[src/rtl/carregador_prog_pit_if.sv]
// -----------------------------------------------------------------------------
// carregador_prog_pit_if
// Byte-stream valid/ready channel feeding the program loader.
//   in_valid  master -> slave   stream byte valid
//   in_data   master -> slave   stream byte (held while valid && !ready)
//   in_ready  slave  -> master  loader accepts in_data on this cycle's edge
// Parameter DATA_W sets the stream byte width.
// -----------------------------------------------------------------------------
interface carregador_prog_pit_if #(
   parameter int DATA_W = 8
);
   logic              in_valid;
   logic [DATA_W-1:0] in_data;
   logic              in_ready;

   modport master (output in_valid, output in_data, input in_ready);
   modport slave  (input in_valid, input in_data, output in_ready);
endinterface

[src/rtl/carregador_prog_pit.sv]
// -----------------------------------------------------------------------------
// carregador_prog_pit
// Program loader for the simpleton processor. Receives a framed byte stream
// (length, payload, optional checksum), writes the payload into program memory
// while holding the CPU in reset, and releases the CPU only after a complete,
// verified load.
//
// Optional feature macro: CARREGADOR_CHECKSUM_EN
//   defined   : frame = L, payload, checksum byte (8-bit sum of payload)
//   undefined : frame = L, payload; no checksum state or accumulator
//
// Ports
//   clk        system clock, rising edge
//   rst        asynchronous, active-high reset
//   start      one-cycle pulse, begins a load (honoured in IDLE, RUN, ERR)
//   strm       stream channel (slave side): in_valid, in_data, in_ready
//   mem_write  program-memory write strobe, one cycle per payload byte
//   mem_addr   write address
//   mem_din    write data
//   cpu_hold   CPU reset; 1 = CPU held
//   busy       load in progress (LEN, DATA, CSUM, FLUSH)
//   done       load finished OK, CPU running
//   err        load aborted (bad length or checksum)
// -----------------------------------------------------------------------------
module carregador_prog_pit #(
   parameter int ADDR_W    = 8,
   parameter int DATA_W    = 8,
   parameter int MAX_LEN   = 128,
   parameter int BASE_ADDR = 0
) (
   input  logic                 clk,
   input  logic                 rst,
   input  logic                 start,
   carregador_prog_pit_if.slave strm,
   output logic                 mem_write,
   output logic [ADDR_W-1:0]    mem_addr,
   output logic [DATA_W-1:0]    mem_din,
   output logic                 cpu_hold,
   output logic                 busy,
   output logic                 done,
   output logic                 err
);

   localparam logic [DATA_W-1:0] MAX_L  = DATA_W'(MAX_LEN);
   localparam logic [ADDR_W-1:0] BASE_A = ADDR_W'(BASE_ADDR);

   typedef enum logic [2:0] {
      S_IDLE,
      S_LEN,
      S_DATA,
      S_CSUM,
      S_FLUSH,
      S_RUN,
      S_ERR
   } state_t;

   state_t             state_q, state_d;
   logic [DATA_W-1:0]  cnt_q, cnt_d;
   logic [ADDR_W-1:0]  ptr_q, ptr_d;
   logic               in_ready_q, in_ready_d;
   logic               mem_write_q, mem_write_d;
   logic [ADDR_W-1:0]  mem_addr_q, mem_addr_d;
   logic [DATA_W-1:0]  mem_din_q, mem_din_d;
   logic               cpu_hold_q, cpu_hold_d;
   logic               busy_q, busy_d;
   logic               done_q, done_d;
   logic               err_q, err_d;
`ifdef CARREGADOR_CHECKSUM_EN
   logic [DATA_W-1:0]  sum_q, sum_d;
`endif

   logic accept;

   // A byte is consumed only when the registered ready meets valid.
   assign accept = strm.in_valid & in_ready_q;

   // Next-state and next-output logic. All outputs are decoded from the
   // next state so they appear registered and stay consistent with the state
   // register. The memory write for an accepted payload byte is issued on the
   // following cycle, which is why FLUSH exists: it lets the last write land
   // before the CPU leaves reset.
   always_comb begin
      state_d     = state_q;
      cnt_d       = cnt_q;
      ptr_d       = ptr_q;
      mem_write_d = 1'b0;
      mem_addr_d  = mem_addr_q;
      mem_din_d   = mem_din_q;
`ifdef CARREGADOR_CHECKSUM_EN
      sum_d       = sum_q;
`endif

      case (state_q)
         S_IDLE: begin
            if (start) state_d = S_LEN;
         end
         S_LEN: begin
            if (accept) begin
               if ((strm.in_data == '0) || (strm.in_data > MAX_L)) begin
                  state_d = S_ERR;
               end else begin
                  cnt_d   = strm.in_data;
                  ptr_d   = BASE_A;
`ifdef CARREGADOR_CHECKSUM_EN
                  sum_d   = '0;
`endif
                  state_d = S_DATA;
               end
            end
         end
         S_DATA: begin
            if (accept) begin
               mem_write_d = 1'b1;
               mem_addr_d  = ptr_q;
               mem_din_d   = strm.in_data;
               ptr_d       = ptr_q + ADDR_W'(1);
               cnt_d       = cnt_q - DATA_W'(1);
`ifdef CARREGADOR_CHECKSUM_EN
               sum_d       = sum_q + strm.in_data;
               if (cnt_q == DATA_W'(1)) state_d = S_CSUM;
`else
               if (cnt_q == DATA_W'(1)) state_d = S_FLUSH;
`endif
            end
         end
`ifdef CARREGADOR_CHECKSUM_EN
         S_CSUM: begin
            if (accept) begin
               state_d = (strm.in_data == sum_q) ? S_FLUSH : S_ERR;
            end
         end
`endif
         S_FLUSH: begin
            state_d = S_RUN;
         end
         S_RUN, S_ERR: begin
            if (start) state_d = S_LEN;
         end
         default: begin
            state_d = S_IDLE;
         end
      endcase

      in_ready_d = (state_d == S_LEN) || (state_d == S_DATA) || (state_d == S_CSUM);
      busy_d     = in_ready_d || (state_d == S_FLUSH);
      cpu_hold_d = (state_d != S_RUN);
      done_d     = (state_d == S_RUN);
      err_d      = (state_d == S_ERR);
   end

   // State and output registers; reset holds the CPU and idles the loader.
   always_ff @(posedge clk or posedge rst) begin
      if (rst) begin
         state_q     <= S_IDLE;
         cnt_q       <= '0;
         ptr_q       <= '0;
         in_ready_q  <= 1'b0;
         mem_write_q <= 1'b0;
         mem_addr_q  <= '0;
         mem_din_q   <= '0;
         cpu_hold_q  <= 1'b1;
         busy_q      <= 1'b0;
         done_q      <= 1'b0;
         err_q       <= 1'b0;
`ifdef CARREGADOR_CHECKSUM_EN
         sum_q       <= '0;
`endif
      end else begin
         state_q     <= state_d;
         cnt_q       <= cnt_d;
         ptr_q       <= ptr_d;
         in_ready_q  <= in_ready_d;
         mem_write_q <= mem_write_d;
         mem_addr_q  <= mem_addr_d;
         mem_din_q   <= mem_din_d;
         cpu_hold_q  <= cpu_hold_d;
         busy_q      <= busy_d;
         done_q      <= done_d;
         err_q       <= err_d;
`ifdef CARREGADOR_CHECKSUM_EN
         sum_q       <= sum_d;
`endif
      end
   end

   assign strm.in_ready = in_ready_q;
   assign mem_write     = mem_write_q;
   assign mem_addr      = mem_addr_q;
   assign mem_din       = mem_din_q;
   assign cpu_hold      = cpu_hold_q;
   assign busy          = busy_q;
   assign done          = done_q;
   assign err           = err_q;

endmodule

[src/flat_wrapper.sv]
// flat-port wrapper written by rule: the top's interface ports become plain ports
module carregador_prog_pit_flat 
#(
   parameter int ADDR_W    = 8,
   parameter int DATA_W    = 8,
   parameter int MAX_LEN   = 128,
   parameter int BASE_ADDR = 0
)
  (clk, rst, start, mem_write, mem_addr, mem_din, cpu_hold, busy, done, err, strm_in_valid, strm_in_data, strm_in_ready);
  carregador_prog_pit_if #(.DATA_W(DATA_W)) strm_i ();
  input  logic clk;
  input  logic rst;
  input  logic start;
  output logic mem_write;
  output logic [ADDR_W-1:0] mem_addr;
  output logic [DATA_W-1:0] mem_din;
  output logic cpu_hold;
  output logic busy;
  output logic done;
  output logic err;
  input wire logic [$bits(strm_i.in_valid)-1:0] strm_in_valid;
  input wire logic [$bits(strm_i.in_data)-1:0] strm_in_data;
  output wire logic [$bits(strm_i.in_ready)-1:0] strm_in_ready;
  assign strm_i.in_valid = strm_in_valid;
  assign strm_i.in_data = strm_in_data;
  assign strm_in_ready = strm_i.in_ready;
  carregador_prog_pit #(.ADDR_W(ADDR_W), .DATA_W(DATA_W), .MAX_LEN(MAX_LEN), .BASE_ADDR(BASE_ADDR)) u_core (.clk(clk), .rst(rst), .start(start), .strm(strm_i), .mem_write(mem_write), .mem_addr(mem_addr), .mem_din(mem_din), .cpu_hold(cpu_hold), .busy(busy), .done(done), .err(err));
endmodule
[config.mk]
export PLATFORM = sky130hd
export DESIGN_NAME = carregador_prog_pit_flat
export DESIGN_NICKNAME = d
export VERILOG_FILES = /design/src/rtl/carregador_prog_pit_if.sv /design/src/rtl/carregador_prog_pit.sv /design/src/flat_wrapper.sv
export SDC_FILE = /design/constraint.sdc
export NUM_CORES = 1
export LEC_CHECK = 0
export BUFFER_PORTS_ARGS = -buffer_cell sky130_fd_sc_hd__clkbuf_2
export CORE_MARGIN = 1.5
export CORE_UTILIZATION = 50
export CTS_CLUSTER_SIZE = 25
export DETAILED_ROUTE_END_ITERATION = 6
export GPL_TIMING_DRIVEN = 0
export PLACE_DENSITY = 0.72
export SLEW_MARGIN = 0
export SYNTH_ARGS = -nofsm -noshare
export SYNTH_HDL_FRONTEND = slang
export SYNTH_SLANG_ARGS = --single-unit
export TNS_END_PERCENT = 50
[constraint.sdc]
create_clock -name clk -period 3.13 [get_ports clk]
set_input_delay 0.4695 -clock clk [delete_from_list [all_inputs] [get_ports clk]]
set_output_delay 0.4695 -clock clk [all_outputs]
set_load 0.02 [all_outputs]
==> results of run 1 <==
## registers in the layout, indices dropped and copies added, names as in the netlist
signal,count
u_core.busy,1
u_core.cnt_q,8
u_core.cpu_hold,1
u_core.done,1
u_core.err,1
u_core.mem_addr,8
u_core.mem_din,8
u_core.mem_write,1
u_core.ptr_q,8
u_core.state_q,3
u_core.strm.in_ready,1
## cells in the mapped netlist
master     n  area (um2)
nor3b_1    1        7.51
a21oi_1    6        30.0
xor2_1     5        43.8
nor2_1    15        56.3
and3_1     1        6.26
or2_1      1        6.26
nor4_1     1        6.26
clkbuf_1   8        30.0
and2_1     2        12.5
o22ai_1    2        12.5
o311ai_0   1        8.76
nor3_1     6        30.0
dfrtp_1   40        1000
nor2b_1    2        12.5
mux2i_1    3        30.0
nand3_1    7        35.0
or4_4      1        11.3
inv_1      9        33.8
nand4_1    3        18.8
dfstp_2    1        26.3
nor4_4     1        21.3
a211o_1    1        8.76
o221ai_1   4        35.0
inv_2      1        3.75
nand3b_1   4        30.0
nand2_1   60         225
a311o_1    1        10.0
xnor2_1    2        17.5
a32oi_1    1        8.76
mux2_4     1        15.0
nand2b_1   3        18.8
o211ai_1   1        7.51
and3b_1    1        8.76
a22oi_1    3        22.5
o21ai_0    7        35.0
or3b_2     1        8.76
a41o_1     1        10.0
buf_6      1        11.3
ha_1       3        37.5
## stage by stage
step                      setup slack [ps]  total power (uW)  hold WS, ps  utilization (%)
final                                  790              1840          318             61.0
after global routing                   656              1990          402             61.0
after floorplan                        888              1300          459                -
after global placement                 416              1510          458             58.7
after detailed placement               434              1520          461             58.7
after CTS                              759              1860          351             61.0
## worst paths after layout
| path | endpoint | cells past startpoint | slack, ps | start |
|---|---|---|---|---|
| worst max-delay path | u_core.cnt_q[2] | 6 | 790 | strm_in_data[5] |
| worst min-delay path | u_core.mem_write | 2 | 320 | rst |
| worst max register to register | u_core.mem_din[4] | 8 | 940 | u_core.state_q[0] |
| worst min register to register | u_core.mem_addr[4] | 2 | 470 | u_core.mem_addr[4] |
| max in group asynchronous | u_core.mem_addr[2] | 2 | 2290 | rst |
| min in group clk | u_core.mem_din[1] | 3 | 400 | strm_in_data[1] |
## critical path: cells and delay by family
kind / cells / cell delay [ps]
multiplexers: 1 / 510
buffers and inverters: 2 / 550
AO/OA/AOI/OAI: 1 / 200
AND/OR/NAND/NOR: 2 / 760
## cell families (layout without fill, tap and decap cells)
family	after synthesis	in the layout	share of synthesized area (%)
simple gates	110	110	26.4
buf+inv	19	60	4.03
compound gates	28	28	9.67
fa+ha+maj	3	3	1.92
xor+xnor	7	7	3.14
flops	41	41	52.6
mux	4	4	2.30
## routing by layer
metal	wire length (um)	track usage, %	up-vias
li1	-	-	797
met1	1840	25.9	763
met2	1830	35.2	41
met3	171	4.62	11
met4	126	11.2	0
met5	0	0	-
## power by group through the flow
stage | clock, uW | combinational (uW) | sequential [uW]
global route | 377 | 730 | 887
global placement | 0 | 643 | 862
finish | 340 | 643 | 860
detailed placement | 0 | 652 | 867
CTS | 353 | 651 | 858
floorplan | 0 | 344 | 960
## cell type report
class | count | area, um2
Inverter | 10 | 37.5
Sequential cell | 41 | 1030
Fill cell | 328 | 1450
Clock buffer | 5 | 68.8
Tap cell | 48 | 60.1
Multi-Input combinational cell | 152 | 848
Clock inverter | 3 | 17.5
Timing Repair Buffer | 33 | 165
Buffer | 9 | 41.3
==> metrics, run 1 <==
status=finished clean; n_diodes=0; Placed Area=0.00218 mm2; placed cells=293; fraction of layout cells with a size suffix above 1=19.4%; post-DR wirelength/cell=13.2 um; most frequent cells in the layout=60 x nand2_1, 40 x dfrtp_1, 33 x clkbuf_2; Post-Layout Inst Area=0.00227 mm2; Combinational Power Share=34.9%; CTS resizes=0; Max VDD drop=462 uV; post-synthesis sequential area ratio=52.6%; hold crit path type=primary input to async pin; First DRT Iteration DRCs=112; TritonCTS buffer count=5; RSZ-0062 raised after global routing=false; core area=0.00372 mm2; Die Wd=65.5 um; CTS tree=built; CP max stage delay=560 ps; Leakage=0.00113 uW; FF+latch count, synth=41; Slew @ Worst Pin=827 ps; Net Sw Frac=39.6%; root buffer cell=clkbuf_8; Critical Path RT=3280 ps; vias in the first global route=1566; Port Buffers=33; H-tree depth=2; synth unique cells=39; Vert. Die Dim=65.5 um; IO Pins=34; first-pass GRT wire length=6.87 mm; internal power=1110 uW; final WL=3.97 mm; clock share of power=18.4%; vias post-DR=1612; Antenna Nets Post-Route=0; CP Max Fanout=10; critical path data arrival time=2490 ps; vias per inst=5.36; worst-case clock skew=5.09 ps; Slew headroom=44.8%; clock-pin slew on the worst setup and hold paths=80 ps; largest net degree at the start of global routing=42; remaining global-route overflow=0; most common cell after layout, fill and taps aside=nand2_1; Tmin final=2340 ps; CP max stage cell=or4_4; Global Route Usage Sum=21.3%; row cnt=22; Mean Syn Cell Area=9.22 um2; clk buf depth=2; clk_lat worst skew=300 ps; Psw=731 uW; Final Non-Filler Cells=301; critical path capture point type=flip-flop; syn nets=227; P&R area growth vs syn=15.9%; die area=0.00429 mm2; Final HPWL DP=2.85 mm; detailed-route DRC error count=0; fmax=427 MHz; DR pass1 iterations=4; GPL Wtd Cong=0.931; Setup crit start kind=primary input; Max-Cap Viols=0; number of setup violations in the final report=0; Reg power frac=46.7%; Setup TNS=0 ps; Post-CTS Setup Inserts=0; # hold bufs at CTS=0; Tcrit/Tclk final=74.7%; Initial Util=52.6%; Slew Viols, Final=0; Syn Std Cell Area=0.00195 mm2; crit path cell chain=clkbuf_2 > or4_4 > nor4_4 > mux2i_1 > clkbuf_1 > o221ai_1; nets=267; pwr dens=814 mW/mm2; final hold vios=0; Yosys warnings=0; CTS sink cnt=41; kind of critical path=primary input to flip-flop; initial antenna violation count=0; number of cells produced by synthesis=212
Note: power is estimated with default switching activity, not from simulation.
==> run 2, diff against run 1 <==
==> constraint.sdc (replaced) <==
create_clock -name clk -period 2.2 [get_ports clk]
set_input_delay 0.33 -clock clk [delete_from_list [all_inputs] [get_ports clk]]
set_output_delay 0.33 -clock clk [all_outputs]
set_load 0.02 [all_outputs]
==> run 2 against run 1 <==
Effect of this change: clock power grew 43%; global-route usage grew 0.12 points; design area grew 0.11%; sequential cell count is the same; first-iteration DRC count grew 7.1%; sequential share of layout area shrank 0.050 points; count of clock-buffer cells in the layout is the same; via count shrank 0.68%; highest routed layer unchanged; non-clock buffer count shrank 1; worst setup slack lost 660 ps; die area is the same.
==> metrics, run 2 (synthesis results as in run 1) <==
reg2reg start=u_core.state_q[1]; routed wl met2=1.89 mm; Top Layer Used=met4; hold crit path type=primary input to async pin; kind of critical path=primary input to flip-flop; H-tree depth=2; Slew @ Worst Pin=828 ps; Placed Area=0.00218 mm2; CTS sink cnt=41; Critical Path RT=2390 ps; nets=266; vias per inst=5.34; Tmin final=2070 ps; root buffer cell=clkbuf_8; Slew headroom=44.7%; Vert. Die Dim=65.5 um; vias in the first global route=1561; GPL Wtd Cong=0.931; IO Pins=34; wire length on met3=210 um; Tcrit/Tclk final=93.9%; initial antenna violation count=0; final hold vios=0; DR pass1 iterations=4; n_diodes=0; R2R setup slack=260 ps; status=finished clean; Total Power=2630 uW; clk_lat worst skew=300 ps; first-pass GRT wire length=6.91 mm; clock-pin slew on the worst setup and hold paths=80 ps; post-DR wirelength/cell=13.3 um; core area=0.00372 mm2; RR Endpoint=u_core.cnt_q[0]; worst-case clock skew=4.62 ps; Max VDD drop=658 uV; vias post-DR=1601; Die Wd=65.5 um; TritonCTS buffer count=5; most frequent cells in the layout=60 x nand2_1, 40 x dfrtp_1, 35 x clkbuf_2; Max-Cap Viols=0; number of setup violations in the final report=0; Slew Viols, Final=0; remaining global-route overflow=0; most common cell after layout, fill and taps aside=nand2_1; Global Route Usage Sum=21.4%; CTS tree=built; critical path data arrival time=2250 ps; P&R area growth vs syn=16.1%; largest net degree at the start of global routing=42; RSZ-0062 raised after global routing=false; row cnt=22; Core Util, Final=61.0%; Setup crit start kind=primary input; # hold bufs at CTS=0; Port Buffers=33; detailed-route DRC error count=0; First DRT Iteration DRCs=120; Initial Util=52.6%; clk buf depth=2; Register-to-Register Path Depth=7; Antenna Nets Post-Route=0; filler instances=324; fraction of layout cells with a size suffix above 1=20.6%; fmax=484 MHz; pwr dens=1160 mW/mm2; critical path capture point type=flip-flop; Post-CTS Setup Inserts=0; M1 WL=1.80 mm; CP Max Fanout=6; final WL=4.00 mm; die area=0.00429 mm2; Leakage=0.00114 uW; Final HPWL DP=2.85 mm; Post-Layout Inst Area=0.00227 mm2
## run 2: changes by cell type in the layout (fill, tap and decap cells not counted), sizes merged
| cell | delta |
|---|---|
| clkbuf | -1 |
## run 2: area by class of cell
cell class	count	area, um2	area share (%)
flip-flops and latches	41	1030	45.3
well taps	48	60.1	2.65
inverters	10	37.5	1.65
clock inverters	3	17.5	0.772
plain buffers	8	40.0	1.77
multi-input cells	152	852	37.6
clock buffers	5	68.8	3.03
repair buffers	33	165	7.28
## run 2: routing by layer
metal | vias to the layer above | GRT usage, %
met1 | 758 | 26.3
met4 | 0 | 10.4
li1 | 791 | -
met5 | - | 0
met3 | 9 | 4.62
met2 | 43 | 35.6
## run 2: per-stage QoR
stage	instances	hold slack, ps	setup TNS (ps)	worst slack [ps]
floorplan	212	435	0	97.8
global placement	293	458	-3440	-374
detailed placement	293	461	-3430	-356
CTS	301	211	0	15.4
global route	300	263	0	25.2
finish	300	176	0	134
## run 2: critical path, cell delays in order
cell,delay (ps)
clkbuf_2,110
or4_4,560
nor4_4,230
mux2i_2,420
or2_1,170
buf_6,130
mux2_4,300
## run 2: worst max path at each step
stage,slack (ps),startpoint,to
finish,130,strm_in_data[5],u_core.cnt_q[1]
global route,30,u_core.cnt_q[3],u_core.busy
CTS,20,u_core.state_q[0],u_core.mem_din[4]
detailed placement,-360,strm_in_data[5],u_core.cnt_q[2]
global placement,-370,strm_in_data[5],u_core.cnt_q[2]
floorplan,100,strm_in_data[5],u_core.cnt_q[1]
## run 2: power breakdown
part / leakage [uW] / switching (uW) / total [uW] / internal (uW)
logic: 0.000568 / 561 / 918 / 357
registers: 0.000526 / 215 / 1220 / 1010
clock network: 0.0000439 / 268 / 487 / 219
## run 2: what timing repair did
| item | in CTS | in global routing |
|---|---|---|
| gates cloned | 0 | 0 |
| gates resized for setup | 1 | 4 |
| setup endpoints to repair | 3 | 13 |
